<file path="config.mk">
export PLATFORM = sky130hd
export DESIGN_NAME = branch_predictor
export DESIGN_NICKNAME = d
export VERILOG_FILES = /design/src/rtl/bp_pkg.sv /design/src/rtl/pht_bank.sv /design/src/rtl/branch_predictor.sv
export SDC_FILE = /design/constraint.sdc
export NUM_CORES = 1
export LEC_CHECK = 0
export ABC_AREA = 1
export BUFFER_PORTS_ARGS = -buffer_cell sky130_fd_sc_hd__buf_2
export CAP_MARGIN = 20
export CORE_ASPECT_RATIO = 1.75
export CORE_MARGIN = 2
export CORE_UTILIZATION = 42
export CTS_CLUSTER_DIAMETER = 40
export DETAILED_ROUTE_END_ITERATION = 10
export GPL_TIMING_DRIVEN = 0
export HOLD_SLACK_MARGIN = 0.15
export PLACE_DENSITY_LB_ADDON = 0.12
export SKIP_LAST_GASP = 1
export SYNTH_ARGS = -nofsm -noshare
export SYNTH_HDL_FRONTEND = slang
export SYNTH_SLANG_ARGS = --single-unit
</file>
<file path="constraint.sdc">
create_clock -name clk -period 2.3 [get_ports clk]
set_clock_uncertainty 0.05 [all_clocks]
set_input_delay 0.23 -clock clk [delete_from_list [all_inputs] [get_ports clk]]
set_output_delay 0.23 -clock clk [all_outputs]
set_load 0.01 [all_outputs]
</file>
<file path="src/rtl/bp_pkg.sv">
// Shared definitions for the branch predictor.
//   - 2-bit saturating counter encodings (SNT/WNT/WT/ST)
//   - default PHT index width
//   - pipelined prediction record {valid, pred, idx} carried D->E->M
//   - saturating counter update helper
package bp_pkg;

  localparam int BP_PHT_IDX_W = 6;

  typedef enum logic [1:0] {
    CNT_SNT = 2'b00,
    CNT_WNT = 2'b01,
    CNT_WT  = 2'b10,
    CNT_ST  = 2'b11
  } cnt_e;

  // The idx field is sized by the package default, so a design built with a
  // different index width must change BP_PHT_IDX_W here as well.
  typedef struct packed {
    logic                    valid;
    logic                    pred;
    logic [BP_PHT_IDX_W-1:0] idx;
  } pred_rec_t;

  localparam pred_rec_t REC_BUBBLE = '{valid: 1'b0, pred: 1'b0, idx: '0};

  // Saturating 2-bit step: never wraps past ST or below SNT.
  function automatic logic [1:0] cnt_upd(input logic [1:0] cnt, input logic taken);
    logic [1:0] nxt;
    if (taken) nxt = (cnt == CNT_ST)  ? CNT_ST  : cnt + 2'd1;
    else       nxt = (cnt == CNT_SNT) ? CNT_SNT : cnt - 2'd1;
    return nxt;
  endfunction

endpackage

</file>
<file path="src/rtl/pht_bank.sv">
// Pattern history table: 2^IDX_W entries of 2-bit saturating counters.
// Ports:
//   clk, rst_n      clock, asynchronous active-low reset (all entries -> CNT_INIT)
//   rd_idx_i        combinational read index
//   rd_cnt_o        counter at rd_idx_i (pre-update value, no write bypass)
//   wr_en_i         train the entry at wr_idx_i this edge
//   wr_idx_i        entry to train
//   wr_taken_i      resolved outcome: increment if 1, decrement if 0
module pht_bank
  import bp_pkg::*;
#(
  parameter int         IDX_W    = BP_PHT_IDX_W,
  parameter logic [1:0] CNT_INIT = CNT_WNT
) (
  input  logic             clk,
  input  logic             rst_n,
  input  logic [IDX_W-1:0] rd_idx_i,
  output logic [1:0]       rd_cnt_o,
  input  logic             wr_en_i,
  input  logic [IDX_W-1:0] wr_idx_i,
  input  logic             wr_taken_i
);

  localparam int DEPTH = 1 << IDX_W;

  logic [1:0] cnt_q [DEPTH];
  logic [1:0] cnt_d [DEPTH];

  always_comb begin
    cnt_d = cnt_q;
    if (wr_en_i) cnt_d[wr_idx_i] = cnt_upd(cnt_q[wr_idx_i], wr_taken_i);
  end

  always_ff @(posedge clk or negedge rst_n) begin
    if (!rst_n) begin
      for (int i = 0; i < DEPTH; i++) cnt_q[i] <= CNT_INIT;
    end else begin
      cnt_q <= cnt_d;
    end
  end

  assign rd_cnt_o = cnt_q[rd_idx_i];

endmodule

</file>
<file path="src/rtl/branch_predictor.sv">
// Branch predictor feeding the pipeline hazard unit.
// Predicts in D from a PHT of 2-bit counters, carries {valid, pred, idx}
// through E and M (honouring flushE/flushM) and trains the PHT in M.
// Optional feature: define BP_GSHARE_EN to XOR a non-speculative global
// history register into the PHT index (gshare); default build is bimodal.
// Ports:
//   clk, resetn     core clock, asynchronous active-low reset
//   pcD, branchD    PC of the D instruction and its is-conditional-branch flag
//   flushE, flushM  hazard-unit bubbles into the E / M prediction registers
//   actual_takeM    resolved outcome of the M-stage branch
//   pred_takeD      predict-taken for the D branch (combinational)
//   pred_resM       M-stage branch was mispredicted (combinational)
//   pred_takeM      prediction that was made for the M-stage branch
module branch_predictor
  import bp_pkg::*;
#(
  parameter int         PHT_IDX_W = BP_PHT_IDX_W,
  parameter logic [1:0] CNT_INIT  = CNT_WNT
) (
  input  logic        clk,
  input  logic        resetn,
  input  logic [31:0] pcD,
  input  logic        branchD,
  input  logic        flushE,
  input  logic        flushM,
  input  logic        actual_takeM,
  output logic        pred_takeD,
  output logic        pred_resM,
  output logic        pred_takeM
);

  logic [PHT_IDX_W-1:0] pc_idx;
  logic [PHT_IDX_W-1:0] idxD;
  logic [1:0]           cntD;
  pred_rec_t            recE_q, recE_d;
  pred_rec_t            recM_q, recM_d;

  assign pc_idx = pcD[PHT_IDX_W+1:2];

`ifdef BP_GSHARE_EN
  // History advances only when a branch resolves, so it never needs repair.
  logic [PHT_IDX_W-1:0] ghr_q, ghr_d;

  always_comb begin
    ghr_d = ghr_q;
    if (recM_q.valid) ghr_d = {ghr_q[PHT_IDX_W-2:0], actual_takeM};
  end

  always_ff @(posedge clk or negedge resetn) begin
    if (!resetn) ghr_q <= '0;
    else         ghr_q <= ghr_d;
  end

  // The hashed index is what travels down the pipe, so training hits the
  // same entry that produced the prediction even if GHR moved meanwhile.
  assign idxD = pc_idx ^ ghr_q;
`else
  assign idxD = pc_idx;
`endif

  // PC bits outside the index and the counter LSB do not affect prediction.
  logic unused_bits;
  assign unused_bits = ^{pcD[31:PHT_IDX_W+2], pcD[1:0], cntD[0]};

  pht_bank #(
    .IDX_W    (PHT_IDX_W),
    .CNT_INIT (CNT_INIT)
  ) u_pht (
    .clk        (clk),
    .rst_n      (resetn),
    .rd_idx_i   (idxD),
    .rd_cnt_o   (cntD),
    .wr_en_i    (recM_q.valid),
    .wr_idx_i   (recM_q.idx),
    .wr_taken_i (actual_takeM)
  );

  assign pred_takeD = branchD & cntD[1];

  always_comb begin
    recE_d = REC_BUBBLE;
    if (!flushE) recE_d = '{valid: branchD, pred: pred_takeD, idx: idxD};
  end

  // flushM is driven from pred_resM by the hazard unit, which bubbles M on
  // the following cycle and keeps the mispredict a single-cycle pulse.
  always_comb begin
    recM_d = REC_BUBBLE;
    if (!flushM) recM_d = recE_q;
  end

  always_ff @(posedge clk or negedge resetn) begin
    if (!resetn) begin
      recE_q <= REC_BUBBLE;
      recM_q <= REC_BUBBLE;
    end else begin
      recE_q <= recE_d;
      recM_q <= recM_d;
    end
  end

  assign pred_resM  = recM_q.valid & (recM_q.pred != actual_takeM);
  assign pred_takeM = recM_q.valid & recM_q.pred;

endmodule

</file>
**After elaboration in Yosys (flattened, before gate mapping)**

Cells that the tools add are included.

- Register bits after elaboration: 144
- Latch bits: 0
- Memory bits (writable): 0
- Memory bits (read-only): 0
- Output and inout port bits: 3
- Word-level logic and storage cells: 99
- Memories: 0

- Add/subtract/negate cells: 2
- Multipliers: 0
- Divide/modulo/power cells: 0
- Magnitude comparators: 3
- Equal/unequal tests: 2
- Shift-type cells: 0
- Multiplexer cells: 15
- Bitwise gates (word level): 5
- Reductions and logical operators: 2

Operator list:

| operator | number |
|---|---|
| 128-bit bitwise mux | 1 |
| 2-bit binary-select mux with 6-bit select | 2 |
| 2-bit 2-to-1 mux | 9 |
| 8-bit 2-to-1 mux | 2 |
| 7-bit greater-or-equal comparator (second input constant) | 2 |
| 6-bit inverter with 7-bit output | 2 |
| 2-bit demux with 6-bit select | 1 |
| 7-bit by 1-bit less-than comparator with 1-bit output (second input constant) | 1 |
| 1-bit AND | 3 |
| 2-bit by 1-bit adder with 2-bit output (second input constant) | 1 |
| 2-bit == test (second input constant) | 1 |
| 2-bit zero test | 1 |
| 2-bit by 1-bit subtractor with 2-bit output (second input constant) | 1 |
| 1-bit logical AND | 1 |
| 1-bit inequality test | 1 |

**Depth between registers and ports, before layout**

- Word-level depth: 9
- Mapped depth: 18
- Mapped depth without buffers: 16

**Hierarchy**

From an unflattened synthesis, not the netlist that was laid out.

- Cells, all modules: 1394
- Area total of the unflattened synthesis: 8926.1 µm²

Modules (own cells, without submodules):

| module | times used | cells each | area an instance (µm²) |
|---|---|---|---|
| pht_bank | 1 | 1337 | 8355.5 |
| branch_predictor | 1 | 57 | 570.5 |

**Least setup slack after synthesis**

No wires, ideal clock.

- Path type: input-to-output
- Start: input pcD[2]
- End: output pred_takeD
- Arrival: 1668 ps
- Required time: 2020 ps
- Setup slack: 352 ps
- Stages on the path: 10
- Path through: clkbuf_1 inv_1 clkbuf_1 clkbuf_1 a21oi_1 o21ai_0 nand3_1 nand2_1 nand3_1 a21oi_1

- Word-level cells in the longest chain between the ends: 5

RTL lines:

| element | RTL line | text |
|---|---|---|
| from (decl) | branch_predictor.sv:22 | `input logic [31:0] pcD,` |
| 6-bit inverter with 7-bit output (implied by the code) | pht_bank.sv:42 | `assign rd_cnt_o = cnt_q[rd_idx_i];` |
| 2-bit binary-select mux with 6-bit select | pht_bank.sv:42 |  |
| 2-bit 2-to-1 mux (implied by the code) (2 in series) | pht_bank.sv:42 |  |
| 1-bit AND | branch_predictor.sv:78 | `assign pred_takeD = branchD & cntD[1];` |
| to (decl) | branch_predictor.sv:27 | `output logic pred_takeD,` |

Every way passes these cells. The select of a mux whose other input is x is not followed.

**Final worst setup path**

- Start: register recM_q[0] (netlist bit)
- End: register u_pht.cnt_q[8] (netlist bit)

- Word-level cells in the longest chain between the ends: 9
- Elaborated cells between the ends (all ways): 18
- Those cells by class: 2 x add/sub; 2 x order compare; 1 x eq/ne; 10 x mux; 1 x bitwise; 2 x reduce/logical

RTL lines:

| element | RTL line | text |
|---|---|---|
| from (decl) | branch_predictor.sv:36 | `pred_rec_t recM_q, recM_d;` |
| from (signal assigned) | branch_predictor.sv:98 | `recM_q <= recM_d;` |
| 6-bit inverter with 7-bit output (implied by the code) (*) | pht_bank.sv:31 | `if (wr_en_i) cnt_d[wr_idx_i] = cnt_upd(cnt_q[wr_idx_i], wr_taken_i);` |
| 2-bit binary-select mux with 6-bit select | pht_bank.sv:31 |  |
| 2-bit 2-to-1 mux (implied by the code) (2 in series) | pht_bank.sv:31 |  |
| 2-bit by 1-bit subtractor with 2-bit output, or another cell as far along | bp_pkg.sv:31 | `else nxt = (cnt == CNT_SNT) ? CNT_SNT : cnt - 2'd1;` |
| 2-bit 2-to-1 mux (on tied branches) | bp_pkg.sv:31, bp_pkg.sv:30 |  |
| 2-bit 2-to-1 mux | bp_pkg.sv:30 | `if (taken) nxt = (cnt == CNT_ST) ? CNT_ST : cnt + 2'd1;` |
| 2-bit 2-to-1 mux | pht_bank.sv:31 |  |
| 128-bit bitwise mux (*) | pht_bank.sv:31 |  |
| to (signal assigned) | pht_bank.sv:38 | `cnt_q <= cnt_d;` |
| to (decl) | pht_bank.sv:26 | `logic [1:0] cnt_q [DEPTH];` |

Mark *: on every way between the ends. The rest lies on a longest branch, timed or not. The select of a mux whose other input is x is not followed.
A chain may end at the register's enable or synchronous reset.

==> flow_summary_export.csv <==
group,metric,value,unit
logic_synthesis,muxShareOfSynthArea,0,
global_routing,initial_antenna_violation_count,0,
logic_synthesis,synth_compound_area_frac,0.0471,
detailed_routing,drt_first_iter_violations,571,
floorplan,die_area,20800,sq um
worst_setup_path,path_buf_inv,4,
worst_setup_path,critical_path.cell_chain,"buf_12, buf_6, nand2_1, nand2_1, nand2_1, nand2_1, nand2_1, nand2_1, nand2_1, nand2_1, nor2_4, nand3_2, nand2_2, nand2_4, buf_12, clkbuf_16, nand2_1, nand2_1",
detailed_routing,detailroute.via_count,8528,
finish,share_of_layout_cells_above_drive_strength_1,0.178,
clocking,htree_num_levels,4,
sta,final_hold_viol_count,0,
global_routing,grt.total_usage,0.307,
sta,tightest_slew,701,ps
sta,postLayoutSetupSlackWorst,-87.4,ps
placement,placedCellCount,1527,
worst_setup_path,cpPeakStageDelay,460,ps
detailed_routing,routed_via_density,5.36,
placement,placed_cell_area,8650,sq um
sta,fmax,419,MHz
global_routing,grt_start_max_net_pins,74,
sta,final.period_utilization,1.04,
clocking,clk_path_buf_depth,2,
logic_synthesis,count_of_synthesis_stage_warnings_from_yosys,0,
run_status,status,"complete, but fails checks",
floorplan,fp.dieW,110,microns
worst_setup_path,kind_of_cell_adding_the_most_delay_to_the_critical_path,"simple AND/OR/NAND/NOR gates",
global_routing,first_global_vias,8268,
sta,layout_min_cycle_time,2390,ps
detailed_routing,route.detailed.wl_per_inst,19.6,microns
floorplan,core_area,19200,sq um
floorplan,floorplan.initialDensity,0.430,
detailed_routing,postRouteAntennaNets,0,
worst_setup_path,endpoint_kind,"flop",
logic_synthesis,synth_xor_area_frac,0,
logic_synthesis,yosysUniqueCellTypes,21,
pwr,power.ir.vdd_worst,0.465,mV
clocking,ctsRootBufferMaster,"clkbuf_16",
worst_setup_path,required_arrival_time_at_the_worst_endpoint,2620,ps
pwr,p_total,7.52,mW
pwr,leakage,5.14,nW
worst_setup_path,arrival,2710,ps
clocking,clk_pin_slew,70,ps
detailed_routing,detail_route.wirelength,31200,microns
worst_setup_path,cp_common_cell,"nand2_1",
placement,place_hpwl,20400,microns
clocking,cts_tree,"done",
sta,final-setup-viol-count,115,
detailed_routing,drt-pass1-iter-count,5,
detailed_routing,drc_errors,0,
clocking,cts_buffers,17,
logic_synthesis,synth-seq-area-share,0.446,
finish,antenna-diode-count,0,
global_routing,total_gr_overflow,0,
logic_synthesis,post_synth_inst_count,1274,
placement,gpl.final_weighted_congestion,0.942,
worst_setup_path,setup.worst_path.class,"reg -> reg",
worst_setup_path,critical-path-slowest-cell,"dfrtp_2",
pwr,power_per_cell_area,730,nW/um^2
floorplan,die_h,190,microns
clocking,clock_sinks,144,
sta,maxSlewHeadroom,0.532,
logic_synthesis,syn_avg_cell_area,6.48,sq um
floorplan,pin_count,41,
finish,postLayoutCellArea,10300,sq um
finish,fin_cells,1590,
run_status,failing_checks,"setup timing",
logic_synthesis,number_of_nets_produced_by_synthesis,1312,
sta,unrepaired_setup_endpoints_after_global_routing,"true",
floorplan,site_rows,67,
worst_setup_path,worst_setup_path_start_kind,"flop",
worst_setup_path,worstPathMaxFanout,10,
finish,areaGrowthSynthToFinish,24.8,%
logic_synthesis,post_synth_and_or_nand_nor_area_fraction,0.409,
placement,portbufs,11,
placement,pre_cts_slack,-615,ps
logic_synthesis,ys_ff_latch,144,
logic_synthesis,synth_top_family_by_area,"simple AND/OR/NAND/NOR gates",
global_routing,wire_length_of_the_first_global_routing_pass,46200,microns
sta,final_max_slew_viol_count,0,
logic_synthesis,syn-cell-area,8260,sq um
sta,hold-worst-slack,226,ps
finish,nNetsFinal,1374,
flow_run,cap_violations,0,
clocking,clock_latency,450,ps
logic_synthesis,post_synth_fa_ha_maj_area_fraction,0,
worst_hold_path,hold_class,"in -> reg",
placed cells by master, fill, tap and decap left out, drive strengths merged, types with 13 or more instances in the layout:
cell type  instances
nand2            642
a21oi             18
nor2             112
dfstp             64
nor3              13
dfrtp             80
inv              142
buf               62
nand3             95
clkbuf            44
o21ai             43
worst register-to-register path, stage by stage, from the launching register on:
cell,delay (ps)
dfrtp_2,460
buf_12,170
buf_6,160
nand2_1,80
nand2_1,50
nand2_1,50
nand2_1,60
nand2_1,60
nand2_1,80
nand2_1,100
nand2_1,110
nor2_4,120
nand3_2,120
nand2_2,100
nand2_4,90
buf_12,170
clkbuf_16,170
nand2_1,60
nand2_1,50
path summary, 6_finish.rpt:
check | startpoint | endpoint | slack (ps) | depth (start not counted)
setup / recovery | recM_q[0]$_DFF_PN0_ | u_pht.cnt_q[8]$_DFFE_PN1P_ | -90 | 18
hold / removal | pcD[6] | recE_q[6]$_DFF_PN0_ | 230 | 4
setup reg to reg | recM_q[0]$_DFF_PN0_ | u_pht.cnt_q[8]$_DFFE_PN1P_ | -90 | 18
hold reg to reg | recE_q[2]$_DFF_PN0_ | recM_q[2]$_DFF_PN0_ | 410 | 2
max in group asynchronous | resetn | u_pht.cnt_q[104]$_DFFE_PN1P_ | 1040 | 3
min in group asynchronous | resetn | u_pht.cnt_q[43]$_DFFE_PN0P_ | 310 | 2
routing by layer:
layer,share of wire,track usage,vias to the layer above
met2,0.47,0.489,370
met4,0.090,0.235,0
li1,-,-,4002
met1,0.37,0.357,4018
met5,0,0,-
met3,0.064,0.0544,138
repair_timing:
action,in CTS,in global routing
endpoints found under the setup margin,129,129
setup buffers,8,2
hold buffers,8,0
cloned,2,11
pin swaps,3,23
gates resized for setup,89,97
endpoints found under the hold margin,55,0
state kept, by name, summed over array words and instances, names as in the netlist:
| register | count |
|---|---|
| recM_q | 8 |
| u_pht.cnt_q | 128 |
| recE_q | 8 |
power breakdown:
part | total [mW] | internal (mW) | switching (mW)
Sequential | 2.80 | 2.70 | 0.0991
Clock | 3.02 | 1.84 | 1.18
Combinational | 1.70 | 0.719 | 0.983
Total | 7.52 | 5.26 | 2.26
stage by stage:
stage / util / TNS (ps)
after CTS: 0.508 / -249
after global placement: 0.449 / -185860
after floorplan: - / 0
after global routing: 0.537 / -10980
after detailed placement: 0.451 / -69780
final: 0.537 / -3700
synth_stat cells:
cell type / number / area [sq um]
inv_1: 139 / 522
buf_4: 10 / 75.1
nand2_1: 639 / 2400
o211ai_1: 3 / 22.5
nor2_1: 112 / 420
dfstp_2: 64 / 1680
nor3_1: 13 / 65.1
nand3_1: 95 / 475
nand2_2: 2 / 12.5
o21ai_0: 37 / 185
nand3b_1: 1 / 7.51
inv_2: 2 / 7.51
buf_2: 23 / 115
clkbuf_1: 16 / 60.1
dfrtp_1: 80 / 2000
buf_1: 4 / 15.0
clkinv_1: 2 / 7.51
a21oi_1: 18 / 90.1
o221ai_1: 7 / 61.3
o21ai_1: 6 / 30.0
clkbuf_2: 1 / 5.00
kinds of logic (layout without fill, tap and decap cells):
kind of cell	count (synthesis)	in the layout
DFF	144	144
buffers and inverters	197	271
and+or+nand+nor	862	863
AOI/OAI and AO/OA	71	71
area by class of cell:
class | instances | area [sq um]
timing repair buffer | 42 | 581
clock buffer | 19 | 443
inverter | 143 | 543
sequential | 144 | 3680
buffer | 54 | 579
tap | 241 | 302
fill | 1919 | 8890
multi-input combinational | 934 | 3990
clock inverter | 13 | 186
(Power assumes the default switching activity.)
